$ cat src/rtl/cpu_trace_fifo.sv
// cpu_trace_fifo: captures each change of the CPU a0 register into a show-ahead FIFO.
// A capture happens when en_i is high and a0_i differs from the last captured value.
// Optional feature: define TRACE_PC_EN to store pc_i with each entry and expose pc_o.
module cpu_trace_fifo #(
    parameter int unsigned DW    = 32,
    parameter int unsigned DEPTH = 16
) (
    input  logic                       clk,
    input  logic                       rst,
    input  logic                       en_i,
    input  logic                       flush_i,
    input  logic [DW-1:0]              a0_i,
    input  logic [DW-1:0]              pc_i,
    input  logic                       ready_i,
    output logic                       valid_o,
    output logic [DW-1:0]              data_o,
    output logic [$clog2(DEPTH):0]     count_o,
    output logic                       overflow_o
`ifdef TRACE_PC_EN
    ,
    output logic [DW-1:0]              pc_o
`endif
);

    localparam int unsigned AW = $clog2(DEPTH);
    localparam int unsigned CW = AW + 1;

    logic [AW-1:0] wr_ptr_q, wr_ptr_d;
    logic [AW-1:0] rd_ptr_q, rd_ptr_d;
    logic [CW-1:0] count_q, count_d;
    logic          overflow_q, overflow_d;
    logic [DW-1:0] last_q, last_d;

    logic [DW-1:0] data_mem_q [DEPTH];
`ifdef TRACE_PC_EN
    logic [DW-1:0] pc_mem_q [DEPTH];
`else
    logic          unused_pc;
    assign unused_pc = ^pc_i;
`endif

    logic capture;
    logic full;
    logic valid;
    logic pop;
    logic push;
    logic drop;
    logic wr_en;

    // Event decode and next-state computation; flush wins over push/pop but not over last_q.
    always_comb begin
        valid   = (count_q != '0);
        full    = (count_q == CW'(DEPTH));
        capture = en_i && (a0_i != last_q);
        pop     = valid && ready_i;
        // A pop in the same cycle frees a slot, so a full FIFO can still accept.
        push    = capture && (!full || pop);
        drop    = capture && full && !pop;

        wr_ptr_d   = wr_ptr_q;
        rd_ptr_d   = rd_ptr_q;
        count_d    = count_q;
        overflow_d = overflow_q;
        last_d     = capture ? a0_i : last_q;
        wr_en      = 1'b0;

        if (flush_i) begin
            wr_ptr_d   = '0;
            rd_ptr_d   = '0;
            count_d    = '0;
            overflow_d = 1'b0;
        end else begin
            wr_en = push;
            if (push) begin
                wr_ptr_d = wr_ptr_q + AW'(1);
            end
            if (pop) begin
                rd_ptr_d = rd_ptr_q + AW'(1);
            end
            unique case ({push, pop})
                2'b10:   count_d = count_q + CW'(1);
                2'b01:   count_d = count_q - CW'(1);
                default: count_d = count_q;
            endcase
            overflow_d = overflow_q | drop;
        end
    end

    // Control state register with asynchronous active-low reset.
    always_ff @(posedge clk or negedge rst) begin
        if (!rst) begin
            wr_ptr_q   <= '0;
            rd_ptr_q   <= '0;
            count_q    <= '0;
            overflow_q <= 1'b0;
            last_q     <= '0;
        end else begin
            wr_ptr_q   <= wr_ptr_d;
            rd_ptr_q   <= rd_ptr_d;
            count_q    <= count_d;
            overflow_q <= overflow_d;
            last_q     <= last_d;
        end
    end

    // Entry storage; contents are qualified by count_q so no reset is needed.
    always_ff @(posedge clk) begin
        if (wr_en) begin
            data_mem_q[wr_ptr_q] <= a0_i;
`ifdef TRACE_PC_EN
            pc_mem_q[wr_ptr_q]   <= pc_i;
`endif
        end
    end

    // Show-ahead head outputs, forced to zero while empty.
    always_comb begin
        valid_o    = valid;
        count_o    = count_q;
        overflow_o = overflow_q;
        data_o     = valid ? data_mem_q[rd_ptr_q] : '0;
`ifdef TRACE_PC_EN
        pc_o       = valid ? pc_mem_q[rd_ptr_q] : '0;
`endif
    end

endmodule

$ cat config.mk
export PLATFORM = sky130hd
export DESIGN_NAME = cpu_trace_fifo
export DESIGN_NICKNAME = d
export VERILOG_FILES = /design/src/rtl/cpu_trace_fifo.sv
export SDC_FILE = /design/constraint.sdc
export NUM_CORES = 1
export LEC_CHECK = 0
export CAP_MARGIN = 20
export CORE_MARGIN = 2
export CORE_UTILIZATION = 30
export CTS_CLUSTER_SIZE = 14
export DETAILED_ROUTE_END_ITERATION = 6
export PLACE_DENSITY_LB_ADDON = 0.15
export SYNTH_ARGS = -nofsm -noshare
export SYNTH_HDL_FRONTEND = slang
export SYNTH_SLANG_ARGS = --single-unit
$ cat constraint.sdc
create_clock -name clk -period 7.49 [get_ports clk]
set_clock_uncertainty 0.15 [all_clocks]
set_input_delay 1.498 -clock clk [delete_from_list [all_inputs] [get_ports clk]]
set_output_delay 1.498 -clock clk [all_outputs]
set_load 0.005 [all_outputs]
==> out/metrics.yaml, run 1 <==
synth.largest_area_cell: "edfxtp_1"
viasPerCell: 4.81
fillers: 6651
critPathCapture: "data_o[10]"
syn_nets: 1057
die-area_um2: 75500
h-tree-depth: 2
finalWeightedCongestion: 0.698
status: "finished clean"
clockPowerShare_pct: 35.9
maxCapViolCount: 0
seq_power_share_pct: 42.6
clk_latency_ns: 0.62
die_w_um: 275
clock-sinks: 558
postRouteAntennaNets: 0
fmax_mhz: 192
first_iter_violations: 708
dp_slack_ns: 1.93
cp.arrival_ns: 3.56
peakVddDrop_mv: 0.236
setup_viol: 0
crit_path_max_fanout: 45
antenna_found_initial: 1
maxSlewHeadroom_pct: 28.6
io_buffers: 75
crit_path_end_kind: "output pin"
combPwrFrac_pct: 21.5
worstReg2RegStart: "count_o[1]"
drcViolationCount: 0
num_vias: 10195
synthesis.instances: 979
synthTopCellsByArea: "edfxtp_1 70%, mux4_2 16%, dfrtp_1 5.2%, mux2_2 1.7%, xnor2_1 1.3%"
initial_core_util_pct: 30.2
dp.cells: 2006
cts_buffer_depth: 3
leakage_uw: 0.00808
seq_area_um2: 16500
ys_warn_count: 0
cellPowerDensity_nw_per_um2: 317
root_buffer: "clkbuf_16"
ys_seq_area_share_pct: 75.1
wl_per_cell_um: 24.7
globalRouteTotalUtil_pct: 14.2
setup_tns_ns: 0
cts_hold_buffers: 0
syn2layout_area_growth_pct: 18.7
hold_violations: 0
p_sw_uw: 2080
io_pins: 108
final_cell_mix: "512 x edfxtp_1, 160 x mux4_2, 74 x clkdlybuf4s50_1, 61 x clkbuf_16, 42 x dfrtp_1"
diodes: 0
row_count: 99
final_cells: 2120
min_period_ns: 5.21
synth_top_area_share_pct: 69.9
grt_overflow: 0
fin_ws_ns: 2.28
ys_types: 42
grt_pass1_wl_um: 77200
worstHoldPathType: "flop to flop"
reg2reg_depth: 12
tightest_slew_ns: 1.07
start_kind: "flop"
cts_setup_buffers: 0
final_common_cell: "edfxtp_1"
cts_tree: "done"
slew_viol_final: 0
r2r-end: "count_o[4]"
core_area_um2: 72700
drive_gt1_share_pct: 29.8
multi_input_area_um2: 5280
cts_made_buffers: 60
syn-cell-area_um2: 22000
p_int_uw: 6200
avgSynthCellArea_um2: 22.5
grt_pass1_vias: 11139
path_class: "flop to output pin"
crit_start: "rd_ptr_q[1]"
path_clk_slew_ns: 0.06
worst_ep_required_time_ns: 5.84
hpwlAfterDp_um: 29400
synth_seq_cells: 558
switching_share_pct: 25.1
dieHeight_um: 275
grt_max_degree: 68
dr.pass1.iters: 5
r2r_slack_ns: 3.40
nets: 1187
rsz0062_at_grt: "false"
post_cts_resized: 0
wl_um: 52400
fin_crit_sh_pct: 69.5
hold_slack_ns: 0.376
[state kept, by name, summed over array words and instances, names as in the netlist]
register	cells
data_mem_q	512
last_q	32
count_o	5
rd_ptr_q	4
wr_ptr_q	4
overflow_o	1
[metrics by stage]
step                      utilization [%]  cell area, µm²  power, µW
after global routing                 35.9           26100       8650
after CTS                            35.9           26100       8450
after global placement               33.2           24100       5440
final                                35.9           26100       8280
after detailed placement             33.2           24100       5440
after floorplan                         -           22000       4670
[critical path: stages (launching register included)]
cell and delay (ns):
dfrtp_4 0.65, buf_4 0.67, mux4_2 0.43, mux4_2 0.51, nor2b_1 0.16, clkdlybuf4s50_1 0.48
[power by group through the flow]
stage / combinational (µW) / sequential [µW] / clock (µW)
2_1_floorplan: 1100 / 3570 / 0
3_3_place_gp: 1850 / 3590 / 0
3_5_place_dp: 1850 / 3590 / 0
4_1_cts: 1860 / 3530 / 3060
5_1_grt: 1950 / 3530 / 3170
6_report: 1780 / 3520 / 2970
[cell type report]
| class | count | share of cell area [%] |
|---|---|---|
| Clock buffer | 82 | 6.27 |
| Multi-Input combinational cell | 366 | 20.2 |
| Sequential cell | 558 | 63.4 |
| Inverter | 7 | 0.101 |
| Timing Repair Buffer | 116 | 4.18 |
| Tap cell | 959 | 4.60 |
| Clock inverter | 32 | 1.28 |
[Yosys cell counts]
library cell / n
fa_1: 1
xor2_1: 6
nor2b_1: 38
nor2_2: 1
inv_1: 7
a21o_1: 1
mux2i_1: 4
nand3_1: 4
nand2b_1: 1
or3b_2: 1
o21ba_2: 1
dfrtp_1: 46
edfxtp_1: 512
o2111ai_1: 3
o31ai_1: 1
nand2_1: 4
mux2_1: 1
nor3_1: 3
a2111oi_0: 1
buf_2: 12
buf_4: 3
nor3b_2: 1
a211oi_1: 1
nor4_1: 2
and3b_1: 1
o21ai_4: 1
nand4_1: 9
mux4_2: 160
or4_1: 3
and2_1: 1
buf_1: 9
mux2_2: 33
ha_1: 8
and3_1: 14
or4_4: 2
o21ai_0: 3
xnor2_1: 33
nor3b_1: 2
clkbuf_1: 24
a31oi_1: 3
a21oi_1: 5
nor2_1: 13
[per-layer routing]
layer | vias to the layer above | GRT usage (%) | share of wire, %
li1 | 4362 | - | -
met1 | 5562 | 20.7 | 48
met2 | 198 | 22.2 | 47
met3 | 71 | 2.30 | 3.3
met4 | 2 | 3.62 | 2.0
met5 | - | 0 | 0.025
[kinds of logic after synthesis]
logic type | after synthesis | share of synthesized area, %
AOI/OAI and AO/OA | 20 | 0.649
xor gates and xnor gates | 39 | 1.55
adders and majority gates | 9 | 0.546
buffers and inverters | 55 | 1.06
DFF | 558 | 75.1
muxes | 198 | 18.3
and+or+nand+nor | 100 | 2.74
[worst min path at each step]
stage	start	endpoint	cells past startpoint
after global routing	last_q[6]	last_q[6]	1
after detailed placement	last_q[1]	last_q[1]	1
after floorplan	last_q[0]	last_q[0]	1
after CTS	last_q[3]	last_q[3]	1
final	last_q[2]	last_q[2]	1
after global placement	last_q[24]	last_q[24]	1
No activity file was read; power rests on OpenSTA's default activity.
==> run 2, diff against run 1 <==
- clock period: 7.49 -> 4.95 ns (I/O delays scaled with it)
==> run 2 against run 1 <==
Effect of this change:
- sequential cell count is the same
- critical endpoint is now data_o[22]
- combinational power grew 58%
- critical path depth is the same
- count of clock-buffer cells in the layout grew 1
==> out/metrics.yaml, run 2 (same netlist as run 1, synthesis figures left out) <==
status: "finished clean"
io_pins: 108
nets: 1231
grt_max_degree: 55
largest_reg_flops: 512
fin_crit_sh_pct: 92.4
num_vias: 10367
p_int_uw: 9440
antenna_found_initial: 1
peakVddDrop_mv: 0.393
rsz0062_at_grt: "false"
crit_path_max_fanout: 35
grtUsageMet1_pct: 21.7
postRouteAntennaNets: 0
syn2layout_area_growth_pct: 21.3
leakage_uw: 0.00836
hold_violations: 0
setup_viol: 0
finalWeightedCongestion: 0.709
maxSlewHeadroom_pct: 29.1
clock-sinks: 558
io_buffers: 75
busiest_layer: "met2"
wl_per_cell_um: 25.8
cts_setup_buffers: 0
grtUsageMet3_pct: 2.35
cellPowerDensity_nw_per_um2: 474
crit_start: "rd_ptr_q[0]"
seq_power_share_pct: 42.6
r2r-end: "count_o[4]"
start_kind: "flop"
p_sw_uw: 3200
dieHeight_um: 275
cts_made_buffers: 59
cts_hold_buffers: 0
die-area_um2: 75500
fmax_mhz: 219
grt_overflow: 0
use_met2_pct: 24.2
maxCapViolCount: 0
fin_ws_ns: 0.377
worstReg2RegStart: "last_q[17]"
hpwlAfterDp_um: 32100
viasPerCell: 4.80
first_iter_violations: 738
dr.pass1.iters: 5
drive_gt1_share_pct: 32.7
combPwrFrac_pct: 22.2
top_register: "data_mem_q"
grt_pass1_vias: 11053
grt_pass1_wl_um: 80500
core_area_um2: 72700
cts_tree: "done"
r2r_slack_ns: 1.39
dp_slack_ns: 0.189
switching_share_pct: 25.3
initial_core_util_pct: 30.2
row_count: 99
root_buffer: "clkbuf_16"
clockPowerShare_pct: 35.2
clk_latency_ns: 0.61
fillers: 6633
diodes: 0
drcViolationCount: 0
path_class: "flop to output pin"
tightest_slew_ns: 1.06
final_common_cell: "edfxtp_1"
die_w_um: 275
cp.arrival_ns: 3.43
crit_path_end_kind: "output pin"
critPathCapture: "data_o[22]"
setup_tns_ns: 0
min_period_ns: 4.57
slew_viol_final: 0
final_cell_mix: "512 x edfxtp_1, 160 x mux4_2, 74 x clkdlybuf4s50_1, 62 x buf_4, 61 x clkbuf_16"
h-tree-depth: 2
path_clk_slew_ns: 0.06
worst_ep_required_time_ns: 3.81
cts_buffer_depth: 3
worstHoldPathType: "flop to flop"
fin_util_pct: 36.7
globalRouteTotalUtil_pct: 15.0
wl_um: 55700
post_cts_resized: 0
reg2reg_depth: 13
## run 2: changes by cell type in the layout (fill, tap and decap cells not counted), sizes merged
| cell | before | now |
|---|---|---|
| buf | 42 | 87 |
| inv | 10 | 8 |
| bufinv | 7 | 6 |
| clkbuf | 82 | 83 |
| clkinv | 21 | 20 |
## run 2: final cells by class
type | count | area (µm²) | area share, %
Sequential cell | 558 | 16500 | 62.0
Multi-Input combinational cell | 366 | 5280 | 19.8
Timing Repair Buffer | 161 | 1690 | 6.34
Clock buffer | 83 | 1660 | 6.22
Tap cell | 959 | 1200 | 4.50
Clock inverter | 28 | 294 | 1.10
Inverter | 7 | 26.3 | 0.0985
## run 2: worst min-delay path by stage
stage	start	to	depth (start not counted)
3_3_place_gp	last_q[23]	last_q[23]	1
6_report	last_q[6]	last_q[6]	1
4_1_cts	last_q[24]	last_q[24]	1
2_1_floorplan	last_q[0]	last_q[0]	1
3_5_place_dp	last_q[24]	last_q[24]	1
5_1_grt	last_q[21]	last_q[21]	1
## run 2: critical path, cell delays in order (launching register included)
cell             delay, ns
dfrtp_4               0.74
buf_12                0.36
mux4_2                0.57
mux4_2                0.51
nor2b_1               0.16
clkdlybuf4s50_1       0.48
## run 2: routing by layer
layer,share of wire (%),up-vias
li1,-,4453
met1,47,5667
met2,48,182
met3,3.4,63
met4,1.5,2
met5,0.023,-
## run 2: power by group through the flow
stage | logic [µW] | clock network [µW] | registers (µW)
6_report | 2810 | 4450 | 5380
5_1_grt | 3070 | 4740 | 5400
4_1_cts | 2930 | 4570 | 5390
3_5_place_dp | 2920 | 0 | 5490
3_3_place_gp | 2920 | 0 | 5490
2_1_floorplan | 1670 | 0 | 5390
## run 2: per-stage QoR
stage	power, µW	hold slack [ns]	std cells	instance area, µm²
after CTS	12900	0.378	2162	26700
after floorplan	7060	0.351	979	22000
final	12600	0.374	2162	26700
after global placement	8410	0.358	2050	24700
after global routing	13200	0.389	2162	26700
after detailed placement	8410	0.365	2051	24700
